--- config.mk ---
export PLATFORM = sky130hd
export DESIGN_NAME = apb3_reg_target
export DESIGN_NICKNAME = d
export VERILOG_FILES = /design/src/rtl/apb3_reg_target.sv
export SDC_FILE = /design/constraint.sdc
export NUM_CORES = 1
export LEC_CHECK = 0
export ABC_AREA = 1
export CAP_MARGIN = 10
export CORE_UTILIZATION = 50
export CTS_BUF_LIST = sky130_fd_sc_hd__clkbuf_8
export DETAILED_ROUTE_END_ITERATION = 8
export HOLD_SLACK_MARGIN = 0.03
export PLACE_DENSITY = 0.82
export SLEW_MARGIN = 20
export SYNTH_ARGS = -nofsm -noshare
export SYNTH_HDL_FRONTEND = slang
export SYNTH_SLANG_ARGS = --single-unit
--- constraint.sdc ---
create_clock -name PCLK -period 5.2 [get_ports PCLK]
set_input_delay 1.04 -clock PCLK [delete_from_list [all_inputs] [get_ports PCLK]]
set_output_delay 1.04 -clock PCLK [all_outputs]
set_load 0.01 [all_outputs]
--- src/rtl/apb3_reg_target.sv ---
// apb3_reg_target: APB3 completer terminating one target port in a bank of
// read/write control registers, with configurable wait states and an error
// response for out-of-range or unaligned addresses.
//
// Ports:
//   PCLK, PRESET              clock, synchronous active-high reset
//   PSEL, PENABLE, PWRITE     APB control
//   PADDR, PWDATA             APB byte address and write data
//   PREADY, PRDATA, PSLVERR   APB response (combinational)
//   REG_OUT                   flattened register contents, reg i at [i*DATA_WIDTH +: DATA_WIDTH]
//   WR_STROBE                 one-cycle pulse per register written
module apb3_reg_target #(
  parameter int unsigned ADDR_WIDTH  = 32,
  parameter int unsigned DATA_WIDTH  = 32,
  parameter int unsigned NUM_REGS    = 8,
  parameter int unsigned WAIT_STATES = 1
) (
  input  logic                           PCLK,
  input  logic                           PRESET,
  input  logic                           PSEL,
  input  logic                           PENABLE,
  input  logic                           PWRITE,
  input  logic [ADDR_WIDTH-1:0]          PADDR,
  input  logic [DATA_WIDTH-1:0]          PWDATA,
  output logic                           PREADY,
  output logic [DATA_WIDTH-1:0]          PRDATA,
  output logic                           PSLVERR,
  output logic [NUM_REGS*DATA_WIDTH-1:0] REG_OUT,
  output logic [NUM_REGS-1:0]            WR_STROBE
);

  localparam int unsigned IDX_W = $clog2(NUM_REGS);
  localparam int unsigned CNT_W = 4;

  localparam logic [0:0] S_IDLE   = 1'b0;
  localparam logic [0:0] S_ACCESS = 1'b1;

  logic [0:0]            state_q, state_d;
  logic [CNT_W-1:0]      cnt_q, cnt_d;
  logic [ADDR_WIDTH-1:0] addr_q, addr_d;
  logic                  write_q, write_d;
  logic [DATA_WIDTH-1:0] wdata_q, wdata_d;
  logic [DATA_WIDTH-1:0] regs_q [NUM_REGS];
  logic [DATA_WIDTH-1:0] regs_d [NUM_REGS];
  logic [NUM_REGS-1:0]   wr_strobe_q, wr_strobe_d;

  logic [IDX_W-1:0] idx;
  logic             acc_err;
  logic             pready_c;

  // Decode of the address captured in the setup cycle.
  always_comb begin
    idx     = addr_q[IDX_W+1:2];
    acc_err = ((addr_q >> (IDX_W + 2)) != '0) || (addr_q[1:0] != 2'b00);
  end

  // Response is combinational from state, counter, captured address and regs.
  always_comb begin
    pready_c = (state_q == S_ACCESS) && PSEL && PENABLE && (cnt_q == '0);
    PREADY   = pready_c;
    PSLVERR  = pready_c && acc_err;
    PRDATA   = (pready_c && !acc_err && !write_q) ? regs_q[idx] : '0;
  end

  // Next-state, capture and register-update logic.
  always_comb begin
    state_d     = state_q;
    cnt_d       = cnt_q;
    addr_d      = addr_q;
    write_d     = write_q;
    wdata_d     = wdata_q;
    regs_d      = regs_q;
    wr_strobe_d = '0;
    case (state_q)
      S_IDLE: begin
        if (PSEL && !PENABLE) begin
          state_d = S_ACCESS;
          cnt_d   = CNT_W'(WAIT_STATES);
          addr_d  = PADDR;
          write_d = PWRITE;
          wdata_d = PWDATA;
        end
      end
      S_ACCESS: begin
        if (!PSEL) begin
          // Abort: deselected mid-transfer, nothing is performed.
          state_d = S_IDLE;
        end else if (!PENABLE) begin
          // A fresh setup phase restarts the transfer.
          cnt_d   = CNT_W'(WAIT_STATES);
          addr_d  = PADDR;
          write_d = PWRITE;
          wdata_d = PWDATA;
        end else if (cnt_q != '0) begin
          cnt_d = cnt_q - CNT_W'(1);
        end else begin
          state_d = S_IDLE;
          if (write_q && !acc_err) begin
            regs_d[idx]      = wdata_q;
            wr_strobe_d[idx] = 1'b1;
          end
        end
      end
      default: state_d = S_IDLE;
    endcase
  end

  always_ff @(posedge PCLK) begin
    if (PRESET) begin
      state_q     <= S_IDLE;
      cnt_q       <= '0;
      addr_q      <= '0;
      write_q     <= 1'b0;
      wdata_q     <= '0;
      wr_strobe_q <= '0;
      for (int i = 0; i < NUM_REGS; i++) regs_q[i] <= '0;
    end else begin
      state_q     <= state_d;
      cnt_q       <= cnt_d;
      addr_q      <= addr_d;
      write_q     <= write_d;
      wdata_q     <= wdata_d;
      wr_strobe_q <= wr_strobe_d;
      for (int i = 0; i < NUM_REGS; i++) regs_q[i] <= regs_d[i];
    end
  end

  // Flatten the register bank for downstream logic.
  for (genvar g = 0; g < NUM_REGS; g++) begin : g_reg_out
    assign REG_OUT[g*DATA_WIDTH +: DATA_WIDTH] = regs_q[g];
  end

  assign WR_STROBE = wr_strobe_q;

endmodule

==> results_dict.tcl <==
set metrics [dict create \
    pwr-share-clk 0.421 \
    drc 0 \
    syn_inst 2313 \
    p_switching_mw 1.34 \
    report.final.hold_viol_count 0 \
    nets 2656 \
    dp.final_hpwl_microns 32800 \
    cts_max_level 2 \
    cap_violations 0 \
    drtIter0Drc 1458 \
    placed_area_sq_um 18500 \
    rsz0062_at_grt "false" \
    synth_area_sq_um 14900 \
    grt-ovfl-total 0 \
    mostFrequentLayoutCells "nor2_1 (706), nand2_1 (565), clkdlybuf4s50_1 (366)" \
    synth_top_area_cell "dfxtp_1" \
    ant_nets 0 \
    core_sq_um 29000 \
    cts_setup_buffers 0 \
    grt_pass1_vias 14800 \
    tightest_slew_ps 1010 \
    grt_first_pass_wirelength_microns 80300 \
    grtUsageMet1 0.412 \
    cts_made_buffers 53 \
    vias 15900 \
    p_leak_nw 9.83 \
    fp-row-count 62 \
    gp_congestion 0.848 \
    critPathMaxStageDelay_ps 580 \
    vias_per_cell 5.28 \
    crit_type "register to output pin" \
    cts_resized 0 \
    slowest_stage "clkdlybuf4s50_1" \
    area_growth_pct 31.3 \
    mostFrequentLayoutCell "nor2_1" \
    fmax_ghz 0.225 \
    synth-seq-cells 334 \
    fill_cells 2512 \
    io_buffers 366 \
    crit_fanout 25 \
    utilization 0.673 \
    critPathLaunch "addr_q[2]$_SDFFE_PP0P_" \
    dieArea_sq_um 30400 \
    drt_pass1_iterations 5 \
    sw_frac_of_total 0.257 \
    critPathRequiredTime_ps 4160 \
    cts_tree "built" \
    status "completed" \
    grt_use_total 0.337 \
    ys_types 26 \
    avgSynthCellArea_sq_um 6.43 \
    synth_nets 2383 \
    die_h_microns 174 \
    root_buffer "clkbuf_8" \
    hold_class "register to register" \
    grt_util_met3 0.0713 \
    clk_pin_slew_ps 60 \
    irDropWorstVdd_v 0.000210 \
    worstSetupPathDepth 8 \
    io_pins 367 \
    hold_buffers 0 \
    internal_power_mw 3.88 \
    grt_start_max_net_pins 152 \
    crit_end "PRDATA[10]" \
    reg2reg_from "addr_q[2]$_SDFFE_PP0P_" \
    grt.met2_usage 0.553 \
    clockBufferDepth 3 \
    arrival_ps 3410 \
    power_frac_comb 0.070 \
    drive_gt1_frac 0.0442 \
    synth_top_area_frac 0.450 \
    crit_top_cell "inv_2" \
    skew_ps 25.2 \
    rrSetupSlack_ps 1870 \
    power_density_nw_per_um2 267 \
    slew_headroom 0.329 \
    start_util 0.512 \
    timing.rr.end "REG_OUT[215]$_SDFFE_PP0P_" \
    drt_wl_total_microns 52800 \
    ys_warn_count 0 \
    clock_latency_ps 600 \
    design_area_sq_um 19500 \
    antenna_found_initial 1 \
    clkSinkCount 334 \
    final-setup-viol-count 0 \
    reg2regPathDepth 6 \
    finalCriticalPeriod_ps 4450 \
    setup.worst_path.start_class "register" \
    critical_path_buf_inv_count 3 \
    tns_ps 0 \
    synth_area_leaders "dfxtp_1 (45%), nor2_1 (18%), nand2_1 (14%), inv_1 (6.9%), o22ai_1 (2.7%)" \
    p_seq_frac 0.508 \
    path_cells "inv_2 > nand3_1 > inv_2 > nand2_1 > nand4_1 > nor2_1 > nor3b_1 > clkdlybuf4s50_1" \
    slew_viol_final 0 \
    grt.busiest_layer "met2" \
    die_x_microns 174 \
    seq_area_frac_synth 0.450 \
    min_period_over_period 0.856 \
    crit_path_end_kind "output pin" \
    crit_family "buffers and inverters" \
    routedWlPerCell_microns 17.5 \
]
[cell type report]
type                    instances  area [sq um]  share of cell area
inverters                     287          1080              0.0556
repair buffers                378          3780               0.194
flip-flops and latches        334          6690               0.343
diodes                          1          2.50            0.000128
multi-input cells            1532          6440               0.330
clock inverters                28           116             0.00596
clock buffers                  67           922              0.0472
well taps                     384           480              0.0246
[cells in the mapped netlist (all sizes together)]
master	instances
a22oi	36
clkbuf	73
buf	87
nor3b	1
or2	2
nand2	565
nor3	5
nand3	30
nor2	709
dfxtp	334
o22ai	65
inv	285
o21ai	69
o211a	1
nand4	19
clkinv	2
ha	1
a21oi	29
[flip-flops by register name (all words and copies together) (netlist names)]
signal,count
REG_OUT,256
state_q,1
wdata_q,32
write_q,1
cnt_q,4
addr_q,32
WR_STROBE,8
[tightest hold or removal path, stage by stage (launching register included)]
cell     delay (ps)
dfxtp_1         290
inv_1            70
a21oi_1          60
[layer usage]
| layer | part of all wire | vias to the layer above |
|---|---|---|
| li1 | - | 7507 |
| met1 | 0.39 | 7274 |
| met2 | 0.46 | 936 |
| met3 | 0.11 | 179 |
| met4 | 0.047 | 0 |
| met5 | 0 | - |
[power groups by stage]
| stage | combinational, mW | clock (mW) | sequential, mW |
|---|---|---|---|
| floorplan | 0.242 | 0 | 2.66 |
| global placement | 0.353 | 0 | 2.70 |
| detailed placement | 0.357 | 0 | 2.70 |
| CTS | 0.360 | 2.20 | 2.65 |
| global route | 0.395 | 2.33 | 2.66 |
| finish | 0.367 | 2.20 | 2.65 |
[metrics by stage]
step,std cells,hold slack (ps),power (mW),setup WS [ps]
4_1_cts,3010,475,5.21,799
2_1_floorplan,2313,430,2.90,2090
6_report,3011,477,5.22,748
5_1_grt,3011,507,5.38,483
3_3_place_gp,2915,453,3.06,988
3_5_place_dp,2915,466,3.06,947
[worst min-delay path by stage]
stage,start,end,slack (ps),cells after the start
floorplan,addr_q[27]$_SDFFE_PP0P_,addr_q[27]$_SDFFE_PP0P_,430,2
global placement,addr_q[27]$_SDFFE_PP0P_,addr_q[27]$_SDFFE_PP0P_,450,2
detailed placement,addr_q[27]$_SDFFE_PP0P_,addr_q[27]$_SDFFE_PP0P_,470,2
CTS,addr_q[27]$_SDFFE_PP0P_,addr_q[27]$_SDFFE_PP0P_,470,2
global route,addr_q[27]$_SDFFE_PP0P_,addr_q[27]$_SDFFE_PP0P_,510,2
finish,addr_q[27]$_SDFFE_PP0P_,addr_q[27]$_SDFFE_PP0P_,480,2
[logic make-up (layout without fill, tap and decap cells)]
kind of cell             count (synthesis)  after routing  synth area share
AND/OR/NAND/NOR                       1331           1331             0.346
other                                    0              1                 0
AO/OA/AOI/OAI                          200            200            0.0792
flip-flops                             334            334             0.450
buffers and inverters                  447            760             0.125
adder cells (fa/ha/maj)                  1              1          0.000842
Power figures use the tool's default switching activity.
